$ cat config.mk
export PLATFORM = sky130hd
export DESIGN_NAME = control_seq_flat
export DESIGN_NICKNAME = d
export VERILOG_FILES = /design/src/rtl/control_seq_pkg.sv /design/src/rtl/control_seq_if.sv /design/src/rtl/control_seq_demux.sv /design/src/rtl/control_seq.sv /design/src/flat_wrapper.sv
export SDC_FILE = /design/constraint.sdc
export NUM_CORES = 1
export LEC_CHECK = 0
export ABC_AREA = 1
export CORE_MARGIN = 2
export CORE_UTILIZATION = 39
export CTS_CLUSTER_DIAMETER = 60
export DETAILED_ROUTE_END_ITERATION = 12
export HOLD_SLACK_MARGIN = 0.03
export PLACE_DENSITY = 0.78
export SKIP_LAST_GASP = 1
export SLEW_MARGIN = 15
export SYNTH_ARGS = -nofsm -noshare
export SYNTH_HDL_FRONTEND = slang
export SYNTH_HIERARCHICAL = 1
export SYNTH_SLANG_ARGS = --single-unit
$ cat constraint.sdc
create_clock -name clk -period 1.8 [get_ports clk]
set_input_delay 0.36 -clock clk [delete_from_list [all_inputs] [get_ports clk]]
set_output_delay 0.36 -clock clk [all_outputs]
set_load 0.05 [all_outputs]
$ cat src/rtl/control_seq_pkg.sv
// Shared types and constants for the sequenced control unit: state codes,
// jump condition codes and default register-index assignments.
package control_seq_pkg;

  typedef enum logic [1:0] {
    RST   = 2'd0,
    FETCH = 2'd1,
    EXEC  = 2'd2,
    HALT  = 2'd3
  } state_e;

  localparam logic [1:0] COND_ALWAYS = 2'd0;
  localparam logic [1:0] COND_ZERO   = 2'd1;
  localparam logic [1:0] COND_CARRY  = 2'd2;
  localparam logic [1:0] COND_SHIFT  = 2'd3;

  localparam int MEM_IDX_DEF = 5;
  localparam int A_IDX_DEF   = 2;
  localparam int PC_IDX_DEF  = 1;

  // Condition code is {c1, c0} of the jump instruction.
  function automatic logic cond_true(logic [1:0] cc, logic z, logic c, logic s);
    logic r;
    case (cc)
      COND_ALWAYS: r = 1'b1;
      COND_ZERO:   r = z;
      COND_CARRY:  r = c;
      default:     r = s;
    endcase
    return r;
  endfunction

endpackage

$ cat src/rtl/control_seq_if.sv
// Bus between the control sequencer (master) and ROM/RAM, register file,
// ALU and PC (slave).
interface control_seq_if #(
  parameter int DEST_W = 3,
  parameter int SRC_W  = 3,
  parameter int IR_W   = DEST_W + SRC_W + 2
);
  logic [IR_W-1:0]        ir;
  logic                   memReady;
  logic                   aIsZero;
  logic                   flagCarry;
  logic                   flagShift;
  logic                   loadBarIR;
  logic [2**DEST_W-1:0]   loadBar;
  logic [2**SRC_W-1:0]    assertBar;
  logic                   assertRom;
  logic                   doSubtract;
  logic                   doCarryIn;
  logic                   doJumpBar;
  logic                   pcInc;
  logic                   zReg;
  logic                   cReg;
  logic                   sReg;
  logic                   halted;

  modport master (
    input  ir, memReady, aIsZero, flagCarry, flagShift,
    output loadBarIR, loadBar, assertBar, assertRom, doSubtract, doCarryIn,
           doJumpBar, pcInc, zReg, cReg, sReg, halted
  );

  modport slave (
    output ir, memReady, aIsZero, flagCarry, flagShift,
    input  loadBarIR, loadBar, assertBar, assertRom, doSubtract, doCarryIn,
           doJumpBar, pcInc, zReg, cReg, sReg, halted
  );
endinterface

$ cat src/rtl/control_seq_demux.sv
// N-to-2**N active-low decoder with enable; all outputs high when disabled.
module control_seq_demux #(
  parameter int N = 3
) (
  input  logic [N-1:0]    sel,
  input  logic            en,
  output logic [2**N-1:0] out_bar
);
  for (genvar i = 0; i < 2**N; i++) begin : g_bit
    assign out_bar[i] = !(en && (sel == N'(i)));
  end
endmodule

$ cat src/rtl/control_seq.sv
// FETCH/EXEC control sequencer with latched IR, registered ALU flags and RAM stall.
// Optional macro CONTROL_SEQ_HALT_EN: all-ones dest+src encoding enters HALT.
module control_seq
  import control_seq_pkg::*;
#(
  parameter int DEST_W  = 3,
  parameter int SRC_W   = 3,
  parameter int IR_W    = DEST_W + SRC_W + 2,
  parameter int MEM_IDX = MEM_IDX_DEF,
  parameter int A_IDX   = A_IDX_DEF,
  parameter int PC_IDX  = PC_IDX_DEF
) (
  input logic            clk,
  input logic            resetBar,
  control_seq_if.master  bus
);
  localparam logic [1:0] ST_RST   = RST;
  localparam logic [1:0] ST_FETCH = FETCH;
  localparam logic [1:0] ST_EXEC  = EXEC;
  localparam logic [1:0] ST_HALT  = HALT;

  logic [1:0]        state;
  logic [IR_W-1:0]   ir_q;
  logic              z_q, c_q, s_q;

  logic              c1, c0;
  logic [DEST_W-1:0] dest;
  logic [SRC_W-1:0]  src;
  assign {c1, dest, c0, src} = ir_q;

  logic is_fetch, is_exec, mem_acc, stall, halt_op, go, take, src_rom;
  assign is_fetch = (state == ST_FETCH);
  assign is_exec  = (state == ST_EXEC);
  assign mem_acc  = (dest == DEST_W'(MEM_IDX)) || (src == SRC_W'(MEM_IDX));
  assign stall    = is_exec && mem_acc && !bus.memReady;
  assign src_rom  = (src == '0);

`ifdef CONTROL_SEQ_HALT_EN
  assign halt_op = (&dest) && (&src);
`else
  assign halt_op = 1'b0;
`endif

  // go marks an EXEC cycle that completes: strobes fire and the edge commits.
  assign go   = is_exec && !stall && !halt_op;
  assign take = go && (dest == DEST_W'(PC_IDX)) && cond_true({c1, c0}, z_q, c_q, s_q);

  logic [2**DEST_W-1:0] load_bar;
  logic [2**SRC_W-1:0]  assert_bar;

  control_seq_demux #(.N(DEST_W)) u_dest_dmx (.sel(dest), .en(go), .out_bar(load_bar));
  control_seq_demux #(.N(SRC_W))  u_src_dmx  (.sel(src),  .en(go), .out_bar(assert_bar));

  assign bus.loadBar    = load_bar;
  assign bus.assertBar  = assert_bar;
  assign bus.loadBarIR  = !is_fetch;
  assign bus.assertRom  = is_fetch || (go && src_rom);
  assign bus.doSubtract = c0;
  assign bus.doCarryIn  = c1;
  assign bus.doJumpBar  = !take;
  // A taken jump reloads the PC, so the immediate increment is suppressed.
  assign bus.pcInc      = is_fetch || (go && src_rom && !take);
  assign bus.zReg       = z_q;
  assign bus.cReg       = c_q;
  assign bus.sReg       = s_q;
`ifdef CONTROL_SEQ_HALT_EN
  assign bus.halted     = (state == ST_HALT);
`else
  assign bus.halted     = 1'b0;
`endif

  always_ff @(posedge clk) begin
    if (!resetBar) begin
      state <= ST_RST;
      ir_q  <= '0;
      z_q   <= 1'b0;
      c_q   <= 1'b0;
      s_q   <= 1'b0;
    end else begin
      case (state)
        ST_RST:   state <= ST_FETCH;
        ST_FETCH: begin
          ir_q  <= bus.ir;
          state <= ST_EXEC;
        end
        ST_EXEC: begin
          if (halt_op)     state <= ST_HALT;
          else if (!stall) state <= ST_FETCH;
        end
        default:  state <= ST_HALT;
      endcase
      if (go && (dest == DEST_W'(A_IDX))) begin
        z_q <= bus.aIsZero;
        c_q <= bus.flagCarry;
        s_q <= bus.flagShift;
      end
    end
  end

endmodule

$ cat src/flat_wrapper.sv
// flat-port wrapper written by rule: the top's interface ports become plain ports
module control_seq_flat import control_seq_pkg::*;
#(
  parameter int DEST_W  = 3,
  parameter int SRC_W   = 3,
  parameter int IR_W    = DEST_W + SRC_W + 2,
  parameter int MEM_IDX = MEM_IDX_DEF,
  parameter int A_IDX   = A_IDX_DEF,
  parameter int PC_IDX  = PC_IDX_DEF
)
  (clk, resetBar, bus_ir, bus_memReady, bus_aIsZero, bus_flagCarry, bus_flagShift, bus_loadBarIR, bus_loadBar, bus_assertBar, bus_assertRom, bus_doSubtract, bus_doCarryIn, bus_doJumpBar, bus_pcInc, bus_zReg, bus_cReg, bus_sReg, bus_halted);
  control_seq_if #(.DEST_W(DEST_W), .SRC_W(SRC_W), .IR_W(IR_W)) bus_i ();
  input logic clk;
  input logic resetBar;
  input wire logic [$bits(bus_i.ir)-1:0] bus_ir;
  input wire logic [$bits(bus_i.memReady)-1:0] bus_memReady;
  input wire logic [$bits(bus_i.aIsZero)-1:0] bus_aIsZero;
  input wire logic [$bits(bus_i.flagCarry)-1:0] bus_flagCarry;
  input wire logic [$bits(bus_i.flagShift)-1:0] bus_flagShift;
  output wire logic [$bits(bus_i.loadBarIR)-1:0] bus_loadBarIR;
  output wire logic [$bits(bus_i.loadBar)-1:0] bus_loadBar;
  output wire logic [$bits(bus_i.assertBar)-1:0] bus_assertBar;
  output wire logic [$bits(bus_i.assertRom)-1:0] bus_assertRom;
  output wire logic [$bits(bus_i.doSubtract)-1:0] bus_doSubtract;
  output wire logic [$bits(bus_i.doCarryIn)-1:0] bus_doCarryIn;
  output wire logic [$bits(bus_i.doJumpBar)-1:0] bus_doJumpBar;
  output wire logic [$bits(bus_i.pcInc)-1:0] bus_pcInc;
  output wire logic [$bits(bus_i.zReg)-1:0] bus_zReg;
  output wire logic [$bits(bus_i.cReg)-1:0] bus_cReg;
  output wire logic [$bits(bus_i.sReg)-1:0] bus_sReg;
  output wire logic [$bits(bus_i.halted)-1:0] bus_halted;
  assign bus_i.ir = bus_ir;
  assign bus_i.memReady = bus_memReady;
  assign bus_i.aIsZero = bus_aIsZero;
  assign bus_i.flagCarry = bus_flagCarry;
  assign bus_i.flagShift = bus_flagShift;
  assign bus_loadBarIR = bus_i.loadBarIR;
  assign bus_loadBar = bus_i.loadBar;
  assign bus_assertBar = bus_i.assertBar;
  assign bus_assertRom = bus_i.assertRom;
  assign bus_doSubtract = bus_i.doSubtract;
  assign bus_doCarryIn = bus_i.doCarryIn;
  assign bus_doJumpBar = bus_i.doJumpBar;
  assign bus_pcInc = bus_i.pcInc;
  assign bus_zReg = bus_i.zReg;
  assign bus_cReg = bus_i.cReg;
  assign bus_sReg = bus_i.sReg;
  assign bus_halted = bus_i.halted;
  control_seq #(.DEST_W(DEST_W), .SRC_W(SRC_W), .IR_W(IR_W), .MEM_IDX(MEM_IDX), .A_IDX(A_IDX), .PC_IDX(PC_IDX)) u_core (.clk(clk), .resetBar(resetBar), .bus(bus_i));
endmodule
==> flow_metrics.py, run 1 <==
metrics = {
    "drt": {
        "post_drt_wl_per_cell_um": 11.60,
        "drt_iter0_markers": 24,
        "vias_per_cell": 4.798,
        "first_pass_iters": 4,
        "drc_errors": 0,
        "num_vias": 998,
        "wirelength_um": 2413,
        "final_antenna_net_count": 0,
    },
    "sta": {
        "finalHoldViolCount": 0,
        "setup_viol": 13,
        "tns_ns": -0.4830,
        "clock.fmax_mhz": 538.8,
        "rsz0062_at_grt": "true",
        "fin_skew_ns": 0.004988,
        "setup_ws_ns": -0.05609,
        "drv_slew": 0,
        "min_period_ns": 1.856,
        "finalCritPeriodShare_pct": 103.1,
    },
    "setup_path": {
        "worst-r2r-cell-count": 6,
        "cp.arrival_ns": 1.50,
        "endpoint": "bus_loadBar[3]",
        "required_ns": 1.44,
        "endpoint_kind": "output pin",
        "crit_type": "register to output pin",
        "cp-start-kind": "register",
        "worst-path-max-fanout": 5,
        "r2r-end": "u_core/bus.zReg",
        "critPathLaunch": "u_core/state[1]",
        "rr_startpoint": "u_core/ir_q[4]",
        "r2r_setup_slack_ns": 0.55,
    },
    "placement": {
        "place_hpwl_um": 1496,
        "globalplace.congestion": 0.8123,
        "place_area_um2": 1204,
        "io_buffer_count": 38,
        "post-place-cells": 196,
    },
    "cts": {
        "cts_buffers": 3,
        "clock-sinks": 13,
        "hold_buffers": 0,
        "clock_latency_ns": 0.28,
        "clockBufferDepth": 2,
        "cts_htree_levels": 1,
        "clkSlewWorstSetupHoldPaths_ns": 0.09,
        "root_buffer": "clkbuf_4",
        "cts_tree": "done",
    },
    "min_path": {
        "min-delay-path-class": "register to register",
        "hp-start": "u_core/ir_q[5]",
    },
    "synth": {
        "synth_area_um2": 788.3,
        "synth_seq_area_share_pct": 33.02,
        "ys_top_cells_by_area": "dfxtp_1 33%, nand2_1 16%, inv_1 10%",
        "synth_nets": 143,
        "yosysWarningCount": 6,
        "synthCells": 129,
        "synth_cell_types": 21,
        "avgSynthCellArea_um2": 6.111,
        "synth_seq_cells": 13,
        "synth_largest_area_cell": "dfxtp_1",
        "netlist.area_leader.share_pct": 33.02,
    },
    "floorplanning": {
        "boundaryPins": 40,
        "coreArea_um2": 1942,
        "die_area_um2": 2397,
        "die_height_um": 48.96,
        "start_util_pct": 40.59,
        "rows": 16,
        "die_x_um": 48.96,
    },
    "global_route": {
        "first_global_vias": 972,
        "grt.total_usage_pct": 21.07,
        "grt_pass1_wl_um": 3981,
        "antenna_found_initial": 0,
        "grt.overflow.total": 0,
        "grt_max_degree": 16,
    },
    "cells_and_area": {
        "fin_nets": 196,
        "drive_gt1_share_pct": 48.62,
        "fin_area_um2": 1469,
        "syn2layout_area_growth_pct": 86.35,
        "final_cells": 208,
        "antenna_cells": 0,
    },
    "status": {
        "violations": "setup timing",
        "status": "complete, but fails checks",
    },
    "power_and_ir_drop": {
        "total_power_w": 0.0008484,
        "power_density_nw_per_um2": 577.6,
        "p_leak_nw": 0.6681,
        "peakVddDrop_mv": 0.3969,
    },
    "run": {
        "drv_cap": 0,
    },
}
==> worst max-delay path, cell delays in order, from the launching register on <==
cell,delay [ns]
dfxtp_4,0.36
inv_2,0.06
nor2_4,0.08
a21boi_4,0.25
inv_2,0.07
nor2_4,0.16
nand2_2,0.08
buf_6,0.16
==> cells by family (layout without fill, tap and decap cells) <==
group / count (synthesis) / count (layout) / synth area share [%]
flops: 13 / 13 / 33.02
other cells: 1 / 1 / 0.4757
compound gates: 15 / 15 / 10.16
simple gates: 70 / 70 / 40.64
buf+inv: 30 / 82 / 15.71
==> state kept, by name, indices dropped and copies added (netlist names) <==
signal,count
u_core/bus.cReg,1
u_core/bus.sReg,1
u_core/bus.zReg,1
u_core/ir_q,8
u_core/state,2
==> worst min-delay path by stage <==
stage	end	slack (ns)	depth (start not counted)
finish	u_core/ir_q[5]	0.50	2
floorplan	u_core/ir_q[1]	0.49	2
CTS	u_core/ir_q[1]	0.49	2
global placement	u_core/ir_q[1]	0.47	2
global route	u_core/ir_q[3]	0.51	2
detailed placement	u_core/ir_q[1]	0.48	2
==> power by group <==
part           switching, W  internal, W  leakage, nW
Sequential        0.0000220     0.000310        0.110
Clock              0.000100    0.0000858       0.0150
Combinational      0.000193     0.000137        0.543
Total              0.000316     0.000533        0.668
==> per-stage QoR <==
stage / hold slack, ns / util (%) / worst slack [ns]
after CTS: 0.4890 / 70.30 / -0.04373
after global placement: 0.4670 / 61.98 / -0.1747
after floorplan: 0.4945 / - / 0.05229
after global routing: 0.5130 / 75.64 / -0.1397
after detailed placement: 0.4823 / 61.98 / -0.1768
final: 0.4967 / 75.64 / -0.05609
==> routing by layer <==
| layer | track usage (%) | wire length, um |
|---|---|---|
| met3 | 2.761 | 123 |
| met2 | 41.55 | 1318 |
| met5 | 0 | 0 |
| met1 | 22.61 | 961 |
| met4 | 7.143 | 9 |
==> Yosys cell counts (all sizes together) <==
| cell type | n |
|---|---|
| dfxtp | 13 |
| nand3 | 7 |
| clkbuf | 1 |
| nor2 | 23 |
| buf | 2 |
| nand2 | 34 |
| nor3 | 3 |
| o21ai | 9 |
| a21oi | 4 |
| inv | 27 |
| nand4 | 3 |
| a21boi | 2 |
| conb | 1 |
==> placed cells by master (no fill, tap or decap), types with 6 or more instances in the layout <==
cell and instances:
nand2_1 17, buf_6 16, buf_4 18, nand2_2 17
o21ai_0 8, inv_2 9, clkdlybuf4s50_1 12, nor2_1 19
dfxtp_1 6, inv_1 17
==> repair_timing <==
item | CTS | global route
gates resized for setup | 38 | 24
pin swaps | 8 | 6
buffers inserted | 3 | 6
setup endpoints to repair | 19 | 19
==> area by class of cell <==
cell class,instances,area [um2]
Inverter,27,103.9
Clock buffer,4,26.28
Sequential cell,13,276.5
Multi-Input combinational cell,86,509.2
Tap cell,27,33.78
Timing Repair Buffer,51,519.2
Fill cell,147,473.0
No activity file was read; power rests on OpenSTA's default activity.
==> run 2, diff against run 1 <==
--- a/config.mk
+++ b/config.mk
@@ -5,13 +5,12 @@
 export SDC_FILE = /design/constraint.sdc
 export NUM_CORES = 1
 export LEC_CHECK = 0
-export ABC_AREA = 1
 export CORE_MARGIN = 2
 export CORE_UTILIZATION = 39
 export CTS_CLUSTER_DIAMETER = 60
 export DETAILED_ROUTE_END_ITERATION = 12
 export HOLD_SLACK_MARGIN = 0.03
-export PLACE_DENSITY = 0.78
+export PLACE_DENSITY = 0.77
 export SKIP_LAST_GASP = 1
 export SLEW_MARGIN = 15
 export SYNTH_ARGS = -nofsm -noshare
==> flow_metrics.py, run 2 <==
metrics = {
    "global_route": {
        "grt.total_usage_pct": 20.55,
        "antenna_found_initial": 0,
        "grt.overflow.total": 0,
        "grt_pass1_wl_um": 3981,
        "first_global_vias": 841,
        "grt_max_degree": 17,
    },
    "cells_and_area": {
        "syn2layout_area_growth_pct": 83.05,
        "final_cells": 173,
        "drive_gt1_share_pct": 47.26,
        "fillers": 146,
        "top_register": "u_core/ir_q",
        "final_common_cell": "buf_4",
        "mostFrequentLayoutCells": "24 x buf_4, 23 x nand2_1, 18 x buf_6, 12 x clkdlybuf4s50_1, 7 x dfxtp_1",
        "fin_nets": 161,
        "reg_top3": "u_core/ir_q: 8 flops, u_core/state: 2 flops",
        "largest_reg_flops": 8,
        "antenna_cells": 0,
        "fin_area_um2": 1473,
    },
    "sta": {
        "holdWs_ns": 0.4886,
        "min_period_ns": 2.064,
        "finalHoldViolCount": 0,
        "rsz0062_at_grt": "true",
        "drv_slew": 0,
        "fin_skew_ns": 0.003142,
        "finalCritPeriodShare_pct": 114.7,
        "setup_viol": 19,
        "setup_ws_ns": -0.2640,
        "clock.fmax_mhz": 484.5,
    },
    "status": {
        "violations": "setup timing",
        "status": "complete, but fails checks",
    },
    "power_and_ir_drop": {
        "peakVddDrop_mv": 0.3870,
        "p_leak_nw": 0.5688,
        "power_density_nw_per_um2": 526.5,
    },
    "floorplanning": {
        "die_area_um2": 2442,
        "boundaryPins": 40,
        "start_util_pct": 41.01,
        "die_x_um": 49.42,
        "rows": 16,
        "coreArea_um2": 1962,
        "die_height_um": 49.42,
    },
    "cts": {
        "clkSlewWorstSetupHoldPaths_ns": 0.08,
        "clock-sinks": 13,
        "clock_latency_ns": 0.27,
        "cts_htree_levels": 1,
        "clockBufferDepth": 2,
        "cts_buffers": 3,
        "hold_buffers": 0,
        "root_buffer": "clkbuf_4",
        "cts_tree": "done",
    },
    "drt": {
        "num_vias": 885,
        "wl_met1_um": 1103,
        "drt_iter0_markers": 13,
        "wl_met2_um": 1241,
        "final_antenna_net_count": 0,
        "vias_per_cell": 5.116,
        "wirelength_um": 2459,
        "drc_errors": 0,
        "wl_met3_um": 93,
        "first_pass_iters": 4,
        "top_layer_used": "met4",
        "post_drt_wl_per_cell_um": 14.21,
    },
    "synth": {
        "avgSynthCellArea_um2": 9.142,
        "synth_cell_types": 28,
        "synth_seq_area_share_pct": 32.35,
        "synth_ff_type": "dfxtp_1",
        "yosys-top-cells-count": "24 x nand2_1, 13 x dfxtp_1, 6 x a21boi_0, 6 x nand4b_1, 6 x nand4bb_1",
        "async_flop_share_pct": 0,
        "yosysMostFrequentCell": "nand2_1",
        "synth_edf_count": 0,
        "synth_nets": 102,
        "netlist.area_leader.share_pct": 32.35,
        "yosysWarningCount": 6,
        "synthCells": 88,
        "ys_top_cells_by_area": "dfxtp_1 32%, nand2_1 11%, nand4bb_1 8.4%",
        "synth_area_um2": 804.5,
        "synth_seq_cells": 13,
        "synth_largest_area_cell": "dfxtp_1",
    },
    "setup_path": {
        "required_ns": 1.44,
        "worst-r2r-cell-count": 4,
        "cp.arrival_ns": 1.70,
        "slowest_delay_ns": 0.50,
        "crit_type": "register to output pin",
        "worst-path-max-fanout": 5,
        "endpoint_kind": "output pin",
        "path_buf_inv": 1,
        "path_delay_family": "simple AND/OR/NAND/NOR gates",
        "cp_cell_sequence": "nor4bb_4 -> nor3_4 -> or4b_4 -> buf_8",
        "cp_slowest_cell": "or4b_4",
        "cp.depth": 4,
        "cp-start-kind": "register",
    },
    "placement": {
        "globalplace.congestion": 0.7340,
        "post-place-cells": 166,
        "place_area_um2": 1326,
        "io_buffer_count": 38,
        "place_hpwl_um": 1692,
    },
    "min_path": {
        "holdPathStages": 2,
        "min-delay-path-class": "register to register",
    },
    "run": {
        "drv_cap": 0,
    },
}
## run 2: cell types whose count changed after synthesis, moves of 4 or more
cell / before / now
inv_1: 22 / 1
nor2_1: 19 / 2
nand2_1: 33 / 24
o21ai_0: 9 / 0
nand3_1: 6 / 0
nand4b_1: 0 / 6
nand4bb_1: 0 / 6
a21boi_0: 1 / 6
inv_2: 5 / 0
a21oi_1: 4 / 0
mux2i_1: 0 / 4
## run 2: cell families after synthesis
| family | count (synthesis) | share of synthesized area, % |
|---|---|---|
| compound gates | 13 | 13.22 |
| buf+inv | 5 | 3.419 |
| flops | 13 | 32.35 |
| mux | 4 | 4.977 |
| other cells | 1 | 0.4661 |
| simple gates | 52 | 45.57 |
## run 2: report_power, final
group          internal (W)  switching [W]
Clock             0.0000856      0.0000905
Combinational      0.000137       0.000145
Sequential         0.000302      0.0000148
## run 2: path summary, 6_finish.rpt
kind	endpoint	slack (ns)	start
setup / recovery	bus_loadBar[0]	-0.26	u_core/ir_q[6]
hold / removal	u_core/bus.cReg	0.49	u_core/bus.cReg
setup reg to reg	u_core/bus.cReg	0.40	u_core/ir_q[1]
hold reg to reg	u_core/bus.cReg	0.49	u_core/bus.cReg
## run 2: metrics by stage
stage / power (W) / util, % / setup slack, ns / setup TNS [ns]
after CTS: 0.0007728 / 73.85 / -0.3087 / -3.660
after global placement: 0.0005760 / 67.60 / -0.5140 / -7.765
final: 0.0007753 / 75.06 / -0.2640 / -3.146
after detailed placement: 0.0005814 / 67.60 / -0.5417 / -8.573
after global routing: 0.0008138 / 75.06 / -0.3302 / -4.529
after floorplan: 0.0004677 / - / -0.1298 / -1.500
## run 2: layout make-up
cell class              count  area (um2)  share of cell area [%]
well taps                  27       33.78                   2.294
multi-input cells          70       570.5                   38.74
repair buffers             58       563.0                   38.23
clock buffers               4       26.28                   1.784
inverters                   1       3.754                  0.2549
flip-flops and latches     13       275.3                   18.69
## run 2: routing by layer
| layer | vias to the layer above | GRT usage (%) |
|---|---|---|
| met4 | 0 | 6.944 |
| met5 | - | 0 |
| met3 | 2 | 2.147 |
| met1 | 420 | 26.40 |
| li1 | 436 | - |
| met2 | 27 | 35.59 |
## run 2: timing repair
item / CTS / global route
buffers inserted: 3 / 1
resized for setup: 25 / 8
pin swaps: 2 / 6
endpoints found under the setup margin: 19 / 20
## run 2: tightest hold or removal path, stage by stage (launching register included)
cell     delay (ns)
dfxtp_1        0.33
nand2_1        0.06
mux2i_1        0.06
==> run 3, diff against run 2 <==
--- a/config.mk
+++ b/config.mk
@@ -5,7 +5,6 @@
 export SDC_FILE = /design/constraint.sdc
 export NUM_CORES = 1
 export LEC_CHECK = 0
-export CORE_MARGIN = 2
 export CORE_UTILIZATION = 39
 export CTS_CLUSTER_DIAMETER = 60
 export DETAILED_ROUTE_END_ITERATION = 12
==> flow_metrics.py, run 3 (same netlist as run 2, synthesis figures left out) <==
metrics = {
    "sta": {
        "min_period_ns": 2.039,
        "finalCritPeriodShare_pct": 113.3,
        "tns_ns": -3.663,
        "drv_slew": 0,
        "clock.fmax_mhz": 490.4,
        "finalHoldViolCount": 0,
        "fin_skew_ns": 0.006031,
        "holdWs_ns": 0.4778,
        "rsz0062_at_grt": "true",
        "setup_ws_ns": -0.2394,
        "setup_viol": 19,
    },
    "floorplanning": {
        "start_util_pct": 41.43,
        "die_x_um": 47.42,
        "coreArea_um2": 1942,
        "die_area_um2": 2249,
        "die_height_um": 47.42,
        "boundaryPins": 40,
        "rows": 16,
    },
    "cts": {
        "clockBufferDepth": 2,
        "clkSlewWorstSetupHoldPaths_ns": 0.08,
        "hold_buffers": 0,
        "root_buffer": "clkbuf_4",
        "clock_latency_ns": 0.27,
        "cts_htree_levels": 1,
        "cts_buffers": 3,
        "cts_tree": "done",
        "clock-sinks": 13,
    },
    "cells_and_area": {
        "top_register": "u_core/ir_q",
        "final_common_cell": "nand2_1",
        "syn2layout_area_growth_pct": 77.60,
        "reg_top3": "u_core/ir_q: 8 flops, u_core/state: 2 flops",
        "mostFrequentLayoutCells": "23 x nand2_1, 21 x buf_4, 16 x buf_6, 12 x clkdlybuf4s50_1, 7 x dfxtp_1",
        "largest_reg_flops": 8,
        "drive_gt1_share_pct": 43.26,
        "fin_nets": 156,
        "antenna_cells": 0,
    },
    "power_and_ir_drop": {
        "clkPwrFrac_pct": 23.0,
        "switching_share_pct": 32.01,
        "power_density_nw_per_um2": 530.2,
        "p_leak_nw": 0.5415,
        "p_sw_w": 0.0002425,
        "seq_power_share_pct": 42.1,
        "peakVddDrop_mv": 0.5106,
        "p_int_w": 0.0005151,
        "combPwrFrac_pct": 34.9,
        "total_power_w": 0.0007576,
    },
    "drt": {
        "drt_iter0_markers": 13,
        "vias_per_cell": 5.095,
        "post_drt_wl_per_cell_um": 12.71,
        "num_vias": 856,
        "final_antenna_net_count": 0,
        "drc_errors": 0,
        "wirelength_um": 2136,
        "first_pass_iters": 3,
    },
    "global_route": {
        "antenna_found_initial": 0,
        "grt_pass1_wl_um": 3339,
        "grt.total_usage_pct": 21.47,
        "grt_max_degree": 17,
        "grt.overflow.total": 0,
        "first_global_vias": 769,
    },
    "status": {
        "status": "complete, but fails checks",
        "violations": "setup timing",
    },
    "setup_path": {
        "worst-path-max-fanout": 4,
        "endpoint_kind": "output pin",
        "cp_cell_sequence": "and4bb_4 -> nor3_4 -> or4b_4 -> buf_8",
        "slowest_delay_ns": 0.50,
        "cp_slowest_cell": "or4b_4",
        "crit_type": "register to output pin",
        "required_ns": 1.44,
        "cp.arrival_ns": 1.68,
        "cp-start-kind": "register",
    },
    "placement": {
        "place_hpwl_um": 1653,
        "dp_slack_ns": -0.4910,
        "io_buffer_count": 38,
        "globalplace.congestion": 0.7973,
    },
    "run": {
        "drv_cap": 0,
    },
    "min_path": {
        "min-delay-path-class": "register to register",
    },
}
[run 3: cell types whose count changed in the layout (fill, tap and decap cells not counted), sizes merged]
cell / change
dlygate4sd2: +1
buf: -6
[run 3: area by class of cell]
class                      instances  area (um2)
sequential                        13       275.3
timing repair buffer              53       521.8
tap                               27       33.78
clock buffer                       4       26.28
fill                             153       513.0
multi-input combinational         70       568.0
inverter                           1       3.754
[run 3: layer usage]
layer,track usage (%),wire length [um],up-vias
li1,-,-,426
met2,36.99,1110,25
met1,25.75,912,399
met4,9.714,36,0
met5,0,0,-
met3,4.151,78,6
[run 3: worst max-delay path: cells and delay by family, from the launching register on]
kind	cells	cell delay, ns
simple gates	3	0.91
flops	1	0.34
buf+inv	1	0.17
[run 3: power groups by stage]
| stage | clock [W] | combinational (W) | sequential, W |
|---|---|---|---|
| floorplan | 0 | 0.000125 | 0.000342 |
| global placement | 0 | 0.000245 | 0.000325 |
| detailed placement | 0 | 0.000250 | 0.000326 |
| CTS | 0.000183 | 0.000263 | 0.000318 |
| global route | 0.000193 | 0.000281 | 0.000322 |
| finish | 0.000174 | 0.000265 | 0.000319 |
[run 3: what timing repair did]
item,4_1_cts,5_1_grt
buffers inserted,2,0
setup endpoints to repair,19,19
pin swaps,8,5
resized for setup,24,1
[run 3: final timing paths]
path | from | depth (start not counted) | slack (ns) | end
worst min register to register | u_core/bus.sReg | 2 | 0.48 | u_core/bus.sReg
worst min-delay path | u_core/bus.sReg | 2 | 0.48 | u_core/bus.sReg
worst max-delay path | u_core/ir_q[2] | 4 | -0.24 | bus_loadBar[0]
worst max register to register | u_core/ir_q[2] | 4 | 0.37 | u_core/bus.cReg
[run 3: through the flow]
stage,cell area [um2],instances,util (%)
after global routing,1429,168,73.58
after global placement,1296,162,66.75
final,1429,168,73.58
after detailed placement,1296,162,66.75
after CTS,1424,168,73.32
after floorplan,845.8,88,-
